--- src/rtl/sync_fifo_dp.sv ---
// sync_fifo_dp: single-clock FIFO with registered data, occupancy and status flags.
// Ports: clk, rst (sync, active-high), wr_en/din write side, rd_en/dout read side,
//        full/almost_full/empty/almost_empty flags, count occupancy, overflow/underflow pulses.
//        Define FIFO_FWFT_EN for first-word-fall-through; the default build is standard mode.
module sync_fifo_dp #(
    parameter int WD     = 8,
    parameter int DP     = 16,
    parameter int AD     = $clog2(DP),
    parameter int AF_LVL = 2,
    parameter int AE_LVL = 2
) (
    input  logic          clk,
    input  logic          rst,
    input  logic          wr_en,
    input  logic [WD-1:0] din,
    input  logic          rd_en,
    output logic [WD-1:0] dout,
    output logic          full,
    output logic          almost_full,
    output logic          empty,
    output logic          almost_empty,
    output logic [AD:0]   count,
    output logic          overflow,
    output logic          underflow
);

    localparam logic [AD:0] CNT_FULL = (AD+1)'(DP);
    localparam logic [AD:0] CNT_AF   = (AD+1)'(DP - AF_LVL);
    localparam logic [AD:0] CNT_AE   = (AD+1)'(AE_LVL);

    logic [WD-1:0] mem_q [DP];

    logic [AD-1:0] wr_ptr_q, wr_ptr_d;
    logic [AD-1:0] rd_ptr_q, rd_ptr_d;
    logic [AD:0]   count_q, count_d;
    logic [WD-1:0] dout_q, dout_d;
    logic          full_q, full_d;
    logic          afull_q, afull_d;
    logic          empty_q, empty_d;
    logic          aempty_q, aempty_d;
    logic          ovf_q, ovf_d;
    logic          unf_q, unf_d;
    logic          wr_acc;
    logic          rd_acc;

    always_comb begin
        wr_acc   = wr_en & ~full_q;
        rd_acc   = rd_en & ~empty_q;
        wr_ptr_d = wr_acc ? wr_ptr_q + AD'(1) : wr_ptr_q;
        rd_ptr_d = rd_acc ? rd_ptr_q + AD'(1) : rd_ptr_q;
        count_d  = count_q + {{AD{1'b0}}, wr_acc} - {{AD{1'b0}}, rd_acc};
        full_d   = (count_d == CNT_FULL);
        empty_d  = (count_d == '0);
        afull_d  = (count_d >= CNT_AF);
        aempty_d = (count_d <= CNT_AE);
        // A rejected request still reports its error even if the other side moves.
        ovf_d    = wr_en & full_q;
        unf_d    = rd_en & empty_q;
`ifdef FIFO_FWFT_EN
        // dout tracks the head word after this edge; if the only surviving
        // word is the one being written now, it comes straight from din.
        if (count_d == '0) begin
            dout_d = dout_q;
        end else if (wr_acc && (count_q == {{AD{1'b0}}, rd_acc})) begin
            dout_d = din;
        end else begin
            dout_d = mem_q[rd_ptr_d];
        end
`else
        dout_d = rd_acc ? mem_q[rd_ptr_q] : dout_q;
`endif
    end

    // Storage is never cleared; stale words are unreachable via the pointers.
    always_ff @(posedge clk) begin
        if (wr_acc && !rst) begin
            mem_q[wr_ptr_q] <= din;
        end
    end

    always_ff @(posedge clk) begin
        if (rst) begin
            wr_ptr_q <= '0;
            rd_ptr_q <= '0;
            count_q  <= '0;
            dout_q   <= '0;
            full_q   <= 1'b0;
            afull_q  <= 1'b0;
            empty_q  <= 1'b1;
            aempty_q <= 1'b1;
            ovf_q    <= 1'b0;
            unf_q    <= 1'b0;
        end else begin
            wr_ptr_q <= wr_ptr_d;
            rd_ptr_q <= rd_ptr_d;
            count_q  <= count_d;
            dout_q   <= dout_d;
            full_q   <= full_d;
            afull_q  <= afull_d;
            empty_q  <= empty_d;
            aempty_q <= aempty_d;
            ovf_q    <= ovf_d;
            unf_q    <= unf_d;
        end
    end

    assign dout         = dout_q;
    assign full         = full_q;
    assign almost_full  = afull_q;
    assign empty        = empty_q;
    assign almost_empty = aempty_q;
    assign count        = count_q;
    assign overflow     = ovf_q;
    assign underflow    = unf_q;

endmodule

--- config.mk ---
export PLATFORM = sky130hd
export DESIGN_NAME = sync_fifo_dp
export DESIGN_NICKNAME = d
export VERILOG_FILES = /design/src/rtl/sync_fifo_dp.sv
export SDC_FILE = /design/constraint.sdc
export NUM_CORES = 1
export LEC_CHECK = 0
export ABC_AREA = 1
export CORE_UTILIZATION = 58
export CTS_BUF_LIST = sky130_fd_sc_hd__clkbuf_4 sky130_fd_sc_hd__clkbuf_8
export DETAILED_ROUTE_END_ITERATION = 7
export HOLD_SLACK_MARGIN = 0.15
export PLACE_DENSITY = 0.74
export SLEW_MARGIN = 20
export SYNTH_ARGS = -nofsm -noshare
export SYNTH_HDL_FRONTEND = slang
export SYNTH_SLANG_ARGS = --single-unit
--- constraint.sdc ---
create_clock -name clk -period 2.6 [get_ports clk]
set_input_delay 0.39 -clock clk [delete_from_list [all_inputs] [get_ports clk]]
set_output_delay 0.39 -clock clk [all_outputs]
set_load 0.02 [all_outputs]
## Word-level counts from Yosys, hierarchy flattened

Memory sizes are Yosys's and may differ from the RTL's. A register that Yosys moved wholly into a read port is not among the register bits.
Cells that the tools add are included.

- Register bits after elaboration: 19
- Latch bits: 0
- Bits in writable memories: 128
- Memory bits (read-only): 0
- Input bits: 12
- Output and inout port bits: 19
- Memories: 1

Memories:

| memory | words | bits a word | rd ports | clocked after Yosys merged registers in | write ports | line | text |
|---|---|---|---|---|---|---|---|
| mem_q | 16 | 8 | 1 | 1 | 1 | 31 | `logic [WD-1:0] mem_q [DP];` |

- $add $sub $neg: 4
- $mul: 0
- Div/mod/pow operators: 0
- $lt $le $gt $ge: 2
- Equality and inequality tests: 1
- Shift-type cells: 0
- Multiplexer cells: 2
- Bitwise logic cells: 6
- Reduce and logical (&&, ||, !) cells: 3

Operator list:

| kind | count |
|---|---|
| $add 4x1->4 const B | 2 |
| $add 5x1->5 | 1 |
| $eq 5x5->1 const B | 1 |
| $ge 5x4->1 const B | 1 |
| $le 5x2->1 const B | 1 |
| $logic_not 5->1 | 1 |
| $sub 5x1->5 | 1 |
| $and 1x1->1 | 4 |
| $mux 1 | 2 |
| $not 1->1 | 2 |
| $logic_and 1x1->1 | 1 |
| $logic_not 1->1 | 1 |

## Logic depth before layout (Yosys ltp)

- Word-level depth: 5
- Depth in mapped cells: 13
- Gate-level depth less buffers: 13

## Worst setup path before layout

No wires, ideal clock.

- Path type: reg-to-reg
- Start: reg empty_q, in the netlist empty
- End: reg empty_q, in the netlist empty
- Library setup time: 0.071 ns
- Arrival time: 2.171 ns
- Data required time: 2.529 ns
- Slack: 0.358 ns
- Cell stages (with the launch flop): 12
- Clock period less this slack: 2.242 ns
- Path through: dfxtp_1 > nor2_1 > buf_2 > ha_1 > inv_1 > ha_1 > fa_1 > xnor2_1 > inv_1 > nor3_1 > nand2_1 > a21oi_1

- Cells in the longest elaborated chain, start to end: 4

Ends and longest elaborated chain:

| element | line | text |
|---|---|---|
| start: declaration | 39 | `logic empty_q, empty_d;` |
| start signal: assignment | 100 | `empty_q <= empty_d;` |
| $not 1->1 | 48 | `rd_acc = rd_en & ~empty_q;` |
| $and 1x1->1 | 48 |  |
| via rd_acc | 44 | `logic rd_acc;` |
| $sub 5x1->5 | 51 | `count_d = count_q + {{AD{1'b0}}, wr_acc} - {{AD{1'b0}}, rd_acc};` |
| $logic_not 5->1 | 53 | `empty_d = (count_d == '0);` |

The timed path passes the listed nets, and every way through them passes these cells.
A chain may end at the register's enable or synchronous reset.

## Worst setup path in the final report

- Start: in wr_en
- End: reg empty_q, in the netlist empty

- Cells in the longest elaborated chain, start to end: 4

Ends and longest elaborated chain:

| element | line | text |
|---|---|---|
| start: declaration | 14 | `input logic wr_en,` |
| $and 1x1->1 | 47 | `wr_acc = wr_en & ~full_q;` |
| $add 5x1->5 | 51 |  |
| $sub 5x1->5 | 51 |  |
| $logic_not 5->1 | 53 |  |

No other way between the ends.

==> impl_metrics.json <==
{
  "status": "finished clean",
  "fin_cells": 790,
  "power.total_mw": 6.594,
  "clock-skew-final_ns": 0.01667,
  "ctsHtreeMaxLevel": 4,
  "rsz0062_at_grt": "false",
  "io_buffers": 30,
  "antenna_found_initial": 0,
  "vdd_drop_max_mv": 0.6113,
  "cts_tree": "built",
  "syn_inst": 591,
  "initial_core_util": 0.5937,
  "worstRegToRegCells": 11,
  "cp_cell_sequence": "clkdlybuf4s50_1, inv_1, nor2_4, inv_2, ha_1, inv_1, ha_1, fa_1, xnor2_1, inv_1, nor3_1, nand2_1, a21oi_1",
  "die_h_um": 107.3,
  "ios": 31,
  "path_class": "in -> reg",
  "hold_path_startpoint": "empty$_SDFF_PP1_",
  "synth.avg_cell_area_um2": 10.89,
  "relSlewSlack": 0.5138,
  "cp_max_fo": 3,
  "grt_pass1_wl_um": 21650,
  "holdBufCountCts": 0,
  "synth_area_leaders": "edfxtp_1 60%, nand2_1 11%, nand3_1 8.9%, dfxtp_1 8.4%, nor2_1 2.6%",
  "synth_top_cell_by_area": "edfxtp_1",
  "multi_input_area_mm2": 0.001717,
  "dieWidth_um": 107.3,
  "synth_commonest_cells": "184 x nand2_1, 128 x edfxtp_1, 114 x nand3_1",
  "timing.fmax_mhz": 420.7,
  "grt-ovfl-total": 0,
  "synth.distinct_cells": 23,
  "via_per_inst": 5.571,
  "r2r_start": "full$_SDFF_PP0_",
  "final_cell_area_mm2": 0.007345,
  "num_antenna_cells": 0,
  "p_per_area_mw_per_mm2": 897.8,
  "setup_viol": 0,
  "seq_area_frac_synth": 0.6812,
  "die_area_mm2": 0.01152,
  "post_cts_buffers": 0,
  "synthArstFlopShare": 0,
  "syn-num-nets": 614,
  "nets": 660,
  "drt_first_pass_iters": 4,
  "hold_ws_ns": 0.4958,
  "dp_hpwl_um": 8406,
  "setup_slack_ns": 0.2230,
  "r2r-end": "empty$_SDFF_PP1_",
  "clkSlewWorstSetupHoldPaths_ns": 0.09,
  "ys_ff_latch": 155,
  "min_period_ns": 2.377,
  "slowest_delay_ns": 0.48,
  "critPathLaunch": "wr_en",
  "cts_buffer_depth": 2,
  "leakage_nw": 2.798,
  "area_growth_pct": 14.11,
  "drv_slew": 0,
  "cts_root_buf": "clkbuf_8",
  "cp_slowest_cell": "clkdlybuf4s50_1",
  "rows": 38,
  "synth_warnings": 0,
  "numClockSinks": 155,
  "utilization": 0.6775,
  "core_area_mm2": 0.01084,
  "drtAntennaViolNets": 0,
  "netlist_area_mm2": 0.006436,
  "clk_latency_ns": 0.44,
  "yosys.area.top_type_share": 0.5972,
  "cts-resized-gates": 0,
  "whs_path_depth": 2,
  "yosysMostFrequentCell": "nand2_1",
  "period_share": 0.9142,
  "worst-slew-pin-transition_ns": 0.7293,
  "hold_violations": 0,
  "crit_path_start_kind": "input pin",
  "grt_usage": 0.2576,
  "r2r_slack_ns": 0.32,
  "end_kind": "register",
  "drive_gt1_frac": 0.1046,
  "synth_edf_count": 128,
  "post-place-ws_ns": -0.1100,
  "placed_cell_area_mm2": 0.006888,
  "worstHoldEndpoint": "underflow$_SDFF_PP0_",
  "drc": 0,
  "maxCapViolations": 0,
  "fill_cells": 795,
  "grt_pass1_vias": 4258,
  "dp.cells": 758,
  "finalWirelength_um": 13350,
  "seqCellArea_mm2": 0.004385,
  "cts_buffers": 17,
  "dr.first_iter.drc_count": 327,
  "crit_required_ns": 2.97,
  "hold_path.class": "reg -> reg",
  "synth_ff_type": "edfxtp_1",
  "num_vias": 4401,
  "grt_max_degree": 67,
  "drt-wirelength-per-cell_um": 16.90,
  "final.setup.tns_ns": 0,
  "place.gp.congestion": 0.8024,
  "cpMostUsedCell": "inv_1",
  "cp.arrival_ns": 2.75
}
-- worst max-delay path by stage --
stage | to | cells after the start
after detailed placement | empty$_SDFF_PP1_ | 13
final | empty$_SDFF_PP1_ | 13
after global placement | empty$_SDFF_PP1_ | 13
after CTS | empty$_SDFF_PP1_ | 13
after global routing | empty$_SDFF_PP1_ | 13
after floorplan | empty$_SDFF_PP1_ | 11
-- layout by cell type, fill, tap and decap left out, types with 4 or more instances in the layout --
| cell type | Yosys | final |
|---|---|---|
| xnor2_1 | 4 | 4 |
| inv_2 | 7 | 7 |
| ha_1 | 10 | 10 |
| clkbuf_8 | 0 | 19 |
| clkdlybuf4s50_1 | 0 | 30 |
| bufinv_16 | 0 | 4 |
| nor2_1 | 45 | 45 |
| nand3_1 | 114 | 114 |
| clkinv_4 | 0 | 4 |
| nand2_1 | 184 | 184 |
| inv_1 | 21 | 21 |
| buf_4 | 1 | 26 |
| edfxtp_1 | 128 | 128 |
| a21oi_1 | 10 | 10 |
| dfxtp_1 | 27 | 26 |
-- power breakdown --
group          leakage [nW]  internal, mW  switching [mW]  total, mW
clock network         0.224          1.12           0.891       2.01
registers              1.38          2.83          0.0886       2.92
logic                  1.20         0.616            1.05       1.66
total                  2.80          4.57            2.03       6.59
-- cells by family after synthesis --
logic type / synth area share
flops: 0.6812
compound gates: 0.01011
simple gates: 0.2273
xor+xnor: 0.006804
fa+ha+maj: 0.02255
buf+inv: 0.05210
-- critical path, delay by kind of cell --
| family | cells | cell delay [ns] |
|---|---|---|
| fa+ha+maj | 3 | 0.86 |
| buf+inv | 5 | 0.74 |
| simple gates | 3 | 0.36 |
| xor+xnor | 1 | 0.25 |
| compound gates | 1 | 0.14 |
-- sequential cells by signal, indices dropped and copies added, names as in the netlist --
register      cells
almost_empty      1
rd_ptr_q          4
overflow          1
empty             1
underflow         1
count             5
almost_full       1
mem_q           128
full              1
dout              8
wr_ptr_q          4
-- layout make-up --
cell class / count / area share
Sequential cell: 155 / 0.5971
Multi-Input combinational cell: 377 / 0.2337
Timing Repair Buffer: 56 / 0.06746
Clock buffer: 20 / 0.03663
Clock inverter: 12 / 0.02555
Tap cell: 140 / 0.02385
Inverter: 30 / 0.01567
-- routing by layer --
metal | GRT usage | wire length (um)
met1 | 0.3491 | 5604
met2 | 0.4106 | 6442
met3 | 0.04964 | 1036
met4 | 0.1076 | 269
met5 | 0 | 0
Power figures use the tool's default switching activity.
